### src/rtl/chan_pkg.sv
// Shared constants and helpers for the channel state memory arbiter.
package chan_pkg;

    localparam int CH_NUM       = 32;
    localparam int WORDS_PER_CH = 4;
    localparam int SEQ_AW       = 7;
    localparam int CPU_AW       = 9;
    localparam int CH_W         = 5;

    localparam logic [1:0] W_OFFS = 2'd0;
    localparam logic [1:0] W_ADDR = 2'd1;
    localparam logic [1:0] W_FRAC = 2'd2;
    localparam logic [1:0] W_VOL  = 2'd3;

    function automatic logic [3:0] lane_be(input logic [1:0] lane);
        lane_be = 4'b0001 << lane;
    endfunction

endpackage

### src/rtl/chan_mem_starve.sv
// Starve counter: forces a CPU slot after STARVE_LIM consecutive
// sequencer wins over an eligible waiting CPU request.
module chan_mem_starve
    import chan_pkg::*;
#(
    parameter int STARVE_LIM = 8
) (
    input  logic clk,
    input  logic rst,
    input  logic cpu_req,
    input  logic cpu_ok,
    input  logic seq_req,
    input  logic seq_gnt,
    input  logic cpu_ack,
    output logic force_slot
);

    logic [7:0] cnt;

    assign force_slot = (cnt == 8'(STARVE_LIM));

    always_ff @(posedge clk) begin
        if (rst) begin
            cnt <= '0;
        end else if (!cpu_req || cpu_ack || force_slot) begin
            cnt <= '0;
        end else if (cpu_ok && seq_req && seq_gnt) begin
            cnt <= cnt + 8'd1;
        end
    end

endmodule

### src/rtl/chan_mem_arb.sv
// Channel state RAM arbiter: sequencer priority, byte-wide CPU port.
// Optional starvation guard: define CHAN_MEM_ARB_STARVE_EN.
module chan_mem_arb
    import chan_pkg::*;
#(
    parameter int STARVE_LIM = 8
) (
    input  logic              clk,
    input  logic              rst,
    input  logic              seq_req,
    input  logic              seq_we,
    input  logic [SEQ_AW-1:0] seq_addr,
    input  logic [31:0]       seq_wdata,
    output logic              seq_gnt,
    output logic [31:0]       seq_rdata,
    output logic              seq_rvalid,
    input  logic              seq_lock,
    input  logic [CH_W-1:0]   seq_ch,
    input  logic              cpu_req,
    input  logic              cpu_we,
    input  logic [CPU_AW-1:0] cpu_addr,
    input  logic [7:0]        cpu_wdata,
    output logic              cpu_ack,
    output logic [7:0]        cpu_rdata,
    output logic              cpu_rvalid,
    output logic [SEQ_AW-1:0] mem_addr,
    output logic              mem_we,
    output logic [3:0]        mem_be,
    output logic [31:0]       mem_wdata,
    input  logic [31:0]       mem_rdata
);

    if (STARVE_LIM < 1 || STARVE_LIM > 255) begin : g_lim_chk
        $error("STARVE_LIM out of range");
    end

    logic       cpu_blk;
    logic       cpu_ok;
    logic       cpu_pend;
    logic [1:0] lane_q;
    logic [7:0] byte_sel;

`ifdef CHAN_MEM_ARB_STARVE_EN
    logic force_slot;

    chan_mem_starve #(
        .STARVE_LIM(STARVE_LIM)
    ) u_starve (
        .clk       (clk),
        .rst       (rst),
        .cpu_req   (cpu_req),
        .cpu_ok    (cpu_ok),
        .seq_req   (seq_req),
        .seq_gnt   (seq_gnt),
        .cpu_ack   (cpu_ack),
        .force_slot(force_slot)
    );
`endif

    // A CPU access to the channel the sequencer holds is never granted.
    always_comb begin
        cpu_blk = seq_lock && (cpu_addr[8:4] == seq_ch);
        cpu_ok  = cpu_req && !cpu_blk;
`ifdef CHAN_MEM_ARB_STARVE_EN
        seq_gnt = seq_req && !(force_slot && cpu_ok);
        cpu_ack = cpu_ok && (force_slot || !seq_req);
`else
        seq_gnt = seq_req;
        cpu_ack = cpu_ok && !seq_req;
`endif
    end

    always_comb begin
        mem_addr  = seq_addr;
        mem_we    = 1'b0;
        mem_be    = 4'h0;
        mem_wdata = seq_wdata;
        unique case (1'b1)
            seq_gnt: begin
                mem_we = seq_we;
                mem_be = 4'hF;
            end
            cpu_ack: begin
                mem_addr  = cpu_addr[8:2];
                mem_we    = cpu_we;
                mem_be    = lane_be(cpu_addr[1:0]);
                mem_wdata = {4{cpu_wdata}};
            end
            default: ;
        endcase
    end

    always_comb begin
        byte_sel = mem_rdata[7:0];
        unique case (lane_q)
            2'd0: byte_sel = mem_rdata[7:0];
            2'd1: byte_sel = mem_rdata[15:8];
            2'd2: byte_sel = mem_rdata[23:16];
            2'd3: byte_sel = mem_rdata[31:24];
            default: ;
        endcase
    end

    assign seq_rdata = mem_rdata;

    always_ff @(posedge clk) begin
        if (rst) begin
            seq_rvalid <= 1'b0;
            cpu_pend   <= 1'b0;
            cpu_rvalid <= 1'b0;
            cpu_rdata  <= '0;
            lane_q     <= '0;
        end else begin
            seq_rvalid <= seq_gnt && !seq_we;
            cpu_pend   <= cpu_ack && !cpu_we;
            cpu_rvalid <= cpu_pend;
            if (cpu_ack && !cpu_we) lane_q <= cpu_addr[1:0];
            if (cpu_pend) cpu_rdata <= byte_sel;
        end
    end

endmodule

### config.mk
export PLATFORM = sky130hd
export DESIGN_NAME = chan_mem_arb
export DESIGN_NICKNAME = d
export VERILOG_FILES = /design/src/rtl/chan_pkg.sv /design/src/rtl/chan_mem_starve.sv /design/src/rtl/chan_mem_arb.sv
export SDC_FILE = /design/constraint.sdc
export NUM_CORES = 1
export LEC_CHECK = 0
export ABC_AREA = 1
export ABC_CLOCK_PERIOD_IN_PS = 1250
export CELL_PAD_IN_SITES_DETAIL_PLACEMENT = 2
export CELL_PAD_IN_SITES_GLOBAL_PLACEMENT = 2
export CORE_MARGIN = 2
export CORE_UTILIZATION = 10
export CTS_CLUSTER_DIAMETER = 100
export CTS_CLUSTER_SIZE = 25
export DETAILED_ROUTE_END_ITERATION = 8
export PLACE_DENSITY = 0.77
export SYNTH_ARGS = -nofsm -noshare
export SYNTH_HDL_FRONTEND = slang
export SYNTH_SLANG_ARGS = --single-unit
export TNS_END_PERCENT = 10
### constraint.sdc
create_clock -name clk -period 1.25 [get_ports clk]
set_input_delay 0.25 -clock clk [delete_from_list [all_inputs] [get_ports clk]]
set_output_delay 0.25 -clock clk [all_outputs]
set_load 0.005 [all_outputs]
==> PnR_summary.wiki <==
{| class="wikitable"
! Metric !! Value
|-
| Final core area utilization || roughly 29%
|-
| Sequential-to-total area share from yosys stat || approximately 17%
|-
| Top cells by instance count after synthesis || 107 x sky130_fd_sc_hd__nand2_1, 33 x sky130_fd_sc_hd__buf_4, 16 x sky130_fd_sc_hd__nand3_1
|-
| Post-route setup TNS || -23.15 ns
|-
| Count of max-cap constraint violations || 0
|-
| Wire length per cell || between 15 and 20 um
|-
| Arrival time of data at the critical path endpoint || roughly 1.6 ns
|-
| First-pass GRT wire length || 16280 um
|-
| Number of pins with negative max-slew slack in the final report || 0
|-
| Fraction of the mapped netlist area in adder cells || 0%
|-
| Cell type with the highest aggregate area in the netlist || sky130_fd_sc_hd__nand2_1
|-
| Effective utilization at floorplan || between 10% and 20%
|-
| Post-Syn Area per Cell || around 6 sq um
|-
| Top fanout value on the critical path || 5
|-
| Number of enable flip-flop cells after synthesis || 0
|-
| Main combinational cell family by area after synthesis || simple AND/OR/NAND/NOR gates
|-
| Transition time at the pin with the least slew margin || slightly above 0.4 ns
|-
| Prevailing post-synth register cell || sky130_fd_sc_hd__dfxtp_1
|-
| Number of nets in the layout || approximately 600
|-
| Number of top-level design ports || between 150 and 200
|-
| Largest vdd supply drop || between 0.3 and 0.4 mV
|-
| Number of placement rows || between 40 and 50
|-
| Area of the mapped netlist || ~1500 sq um
|-
| Multiplexer share of the synthesized area || 0%
|-
| Fmax achieved || about 530 MHz
|-
| Placeable core region || approximately 15000 sq um
|-
| Setup CP Type || in -> out
|-
| Sort of element at the start of the critical path || primary input
|-
| Longest Clk Path Bufs || 2
|-
| Vias in the first global route || between 3000 and 4000
|-
| Final ANT Viol Nets || 0
|-
| Worst-case headroom to the max-slew limit || slightly above 70%
|-
| Floorplan die area || ~16000 sq um
|-
| Number of antenna violations at the first check in global routing || 0
|-
| Count of input and output buffers || about 190
|-
| Class of the tightest hold or removal check || reg -> reg
|-
| Synthesized netlist net count || around 350
|-
| Die height || about 130 um
|-
| 1st-iter DRT viols || 26
|-
| FFs w/ async S/R, synth || 0%
|-
| Half-perimeter wire length after placement || around 7900 um
|-
| Latest clock arrival within the worst-skew pair || 0.24 ns
|-
| # H-tree levels || 1
|-
| Maximum number of pins on one net before global-route repair || 10
|-
| DR vias/cell || 3.837
|-
| Critical path required time || 1.00 ns
|-
| Synthesis warning total || 0
|-
| Remaining design rule violation count || 0
|-
| Synthesized instance count || 254
|-
| Post-synthesis share of cell area spent on and, or, nand and nor gates || about two fifths
|-
| Power, Total || around 2.4 mW
|-
| CTS tree || done
|-
| Post-placement worst setup slack || -1.429 ns
|-
| Number of flip-flops and latches in the synthesized netlist || 13
|-
| Routability cong. || between 0.7 and 0.8
|-
| Number of clock sinks || 13
|-
| Floorplan die width || approximately 130 um
|-
| Total gr overflow || 0
|-
| Largest cells by area after synthesis || sky130_fd_sc_hd__nand2_1 26%, sky130_fd_sc_hd__dfxtp_1 17%, sky130_fd_sc_hd__buf_4 16%
|-
| Failing checks || setup timing
|-
| Reg2Reg Depth || 6
|-
| Diode insertion count for antenna repair || 0
|-
| Fraction of synthesized cell area taken by the top area cell type || 26.40%
|-
| Number of hold violations in the final report || 0
|-
| Worst Skew || slightly below 0.007 ns
|-
| Number of distinct standard cells referenced by the synthesized netlist || 27
|-
| Tmin final || about 1.9 ns
|-
| Routed wire length || between 10000 and 15000 um
|-
| Count of vias placed by the detailed router || 2640
|-
| Clock-pin slew of the registers on the worst-case setup and hold paths || 0.04 ns
|-
| Setup repair after global routing missed its margin || true
|-
| Leakage power || between 2 and 2.5 nW
|-
| Layout-stage area growth over the synthesis result || 182.6%
|-
| Most common cell in the netlist || sky130_fd_sc_hd__nand2_1
|-
| Critical Path End Type || primary output
|-
| GRT Util Overall || about an eighth
|-
| Number of buffers created by CTS || 3
|-
| Root cell of the clock tree || sky130_fd_sc_hd__clkbuf_16
|-
| Xor-xnor portion of the synthesized cell area || 0%
|-
| Setup-failing EPs final || 49
|-
| Pre-Repair DR Iteration Count || 4
|-
| Post-synthesis compound-gate area fraction || 13.65%
|-
| Share of layout cells above drive strength 1 || slightly below 50%
|-
| Minimum setup slack in the final design || -0.6193 ns
|-
| Run status || complete, but fails checks
|-
| Power density of the placed cells || ~550 nW/um^2
|-
| Final Cycle Share || 149.5%
|-
| Worst Hold Depth || 2
|}
-- worst paths after layout --
kind	slack (ns)	from	endpoint
setup reg to reg	0.09	lane_q[1]	cpu_rdata[7]
hold / removal	0.55	cpu_rdata[0]	cpu_rdata[0]
hold reg to reg	0.55	cpu_rdata[0]	cpu_rdata[0]
setup / recovery	-0.62	seq_ch[2]	mem_wdata[1]
-- cells by family (layout without fill, tap and decap cells) --
group / Yosys count / in the layout
AOI/OAI and AO/OA: 31 / 31
DFF: 13 / 13
and+or+nand+nor: 150 / 151
buffers and inverters: 60 / 305
-- cell type report --
class	count	area, sq um
Clock buffer	4	78.83
Fill cell	1748	10730
Tap cell	188	235.2
Multi-Input combinational cell	182	1121
Sequential cell	13	260.3
Timing Repair Buffer	277	2439
Timing Repair inverter	6	67.56
Inverter	18	97.59
-- power by group --
group,leakage (nW),switching (mW),internal [mW]
logic,1.98,0.549,0.761
registers,0.106,0.0110,0.431
clock network,0.0382,0.171,0.430
total,2.12,0.731,1.62
-- cells in the final DEF, fill, tap and decap left out, types with 7 or more instances in the layout --
cell / Yosys / layout
sky130_fd_sc_hd__a21oi_1: 7 / 7
sky130_fd_sc_hd__a41oi_1: 7 / 7
sky130_fd_sc_hd__nand2_4: 1 / 12
sky130_fd_sc_hd__nand3_1: 16 / 16
sky130_fd_sc_hd__clkbuf_2: 0 / 11
sky130_fd_sc_hd__clkdlybuf4s50_1: 0 / 85
sky130_fd_sc_hd__nand2_2: 6 / 48
sky130_fd_sc_hd__buf_2: 2 / 32
sky130_fd_sc_hd__dlygate4sd2_1: 0 / 30
sky130_fd_sc_hd__o21ai_0: 7 / 7
sky130_fd_sc_hd__clkdlybuf4s15_1: 0 / 16
sky130_fd_sc_hd__buf_6: 1 / 33
sky130_fd_sc_hd__dfxtp_1: 13 / 13
sky130_fd_sc_hd__nand2_1: 107 / 53
sky130_fd_sc_hd__nor2_1: 14 / 7
sky130_fd_sc_hd__buf_4: 33 / 65
sky130_fd_sc_hd__inv_1: 12 / 9
-- state kept, by name (all words and copies together), names as in the netlist --
name	count
cpu_rvalid	1
cpu_pend	1
seq_rvalid	1
lane_q	2
cpu_rdata	8
-- worst max-delay path, stage by stage --
cell and delay [ns]:
sky130_fd_sc_hd__buf_8 0.10, sky130_fd_sc_hd__nand2_4 0.05, sky130_fd_sc_hd__inv_2 0.04, sky130_fd_sc_hd__nor2_4 0.08
sky130_fd_sc_hd__nor2_2 0.05, sky130_fd_sc_hd__nand3_2 0.09, sky130_fd_sc_hd__nand2_4 0.09, sky130_fd_sc_hd__buf_12 0.13
sky130_fd_sc_hd__nor2_4 0.16, sky130_fd_sc_hd__buf_8 0.17, sky130_fd_sc_hd__inv_8 0.05, sky130_fd_sc_hd__buf_6 0.11
sky130_fd_sc_hd__nand2_2 0.05, sky130_fd_sc_hd__nand2_1 0.05, sky130_fd_sc_hd__buf_2 0.13
-- what timing repair did --
item | in CTS | in global routing
endpoints found under the setup margin | 100 | 69
gates cloned | 7 | 0
pin swaps | 22 | 21
endpoints found under the hold margin | 0 | 0
gates resized for setup | 307 | 100
setup buffers | 35 | 1
hold buffers | 0 | 0
-- metal layers --
| layer | vias to the layer above | track usage (%) | wire [um] |
|---|---|---|---|
| met5 | - | 0 | 0 |
| met4 | 0 | 1.099 | 130 |
| met3 | 8 | 2.219 | 655 |
| met2 | 117 | 26.20 | 6113 |
| met1 | 1240 | 13.54 | 4027 |
| li1 | 1275 | - | - |
-- through the flow --
stage / hold slack, ns / std cells / cell area (sq um)
floorplan: 0.3224 / 254 / 1551
global placement: 0.5299 / 644 / 3745
detailed placement: 0.5528 / 644 / 3745
CTS: 0.5588 / 688 / 4130
global route: 0.6080 / 688 / 4299
finish: 0.5491 / 688 / 4299
Note: power is estimated with default switching activity, not from simulation.
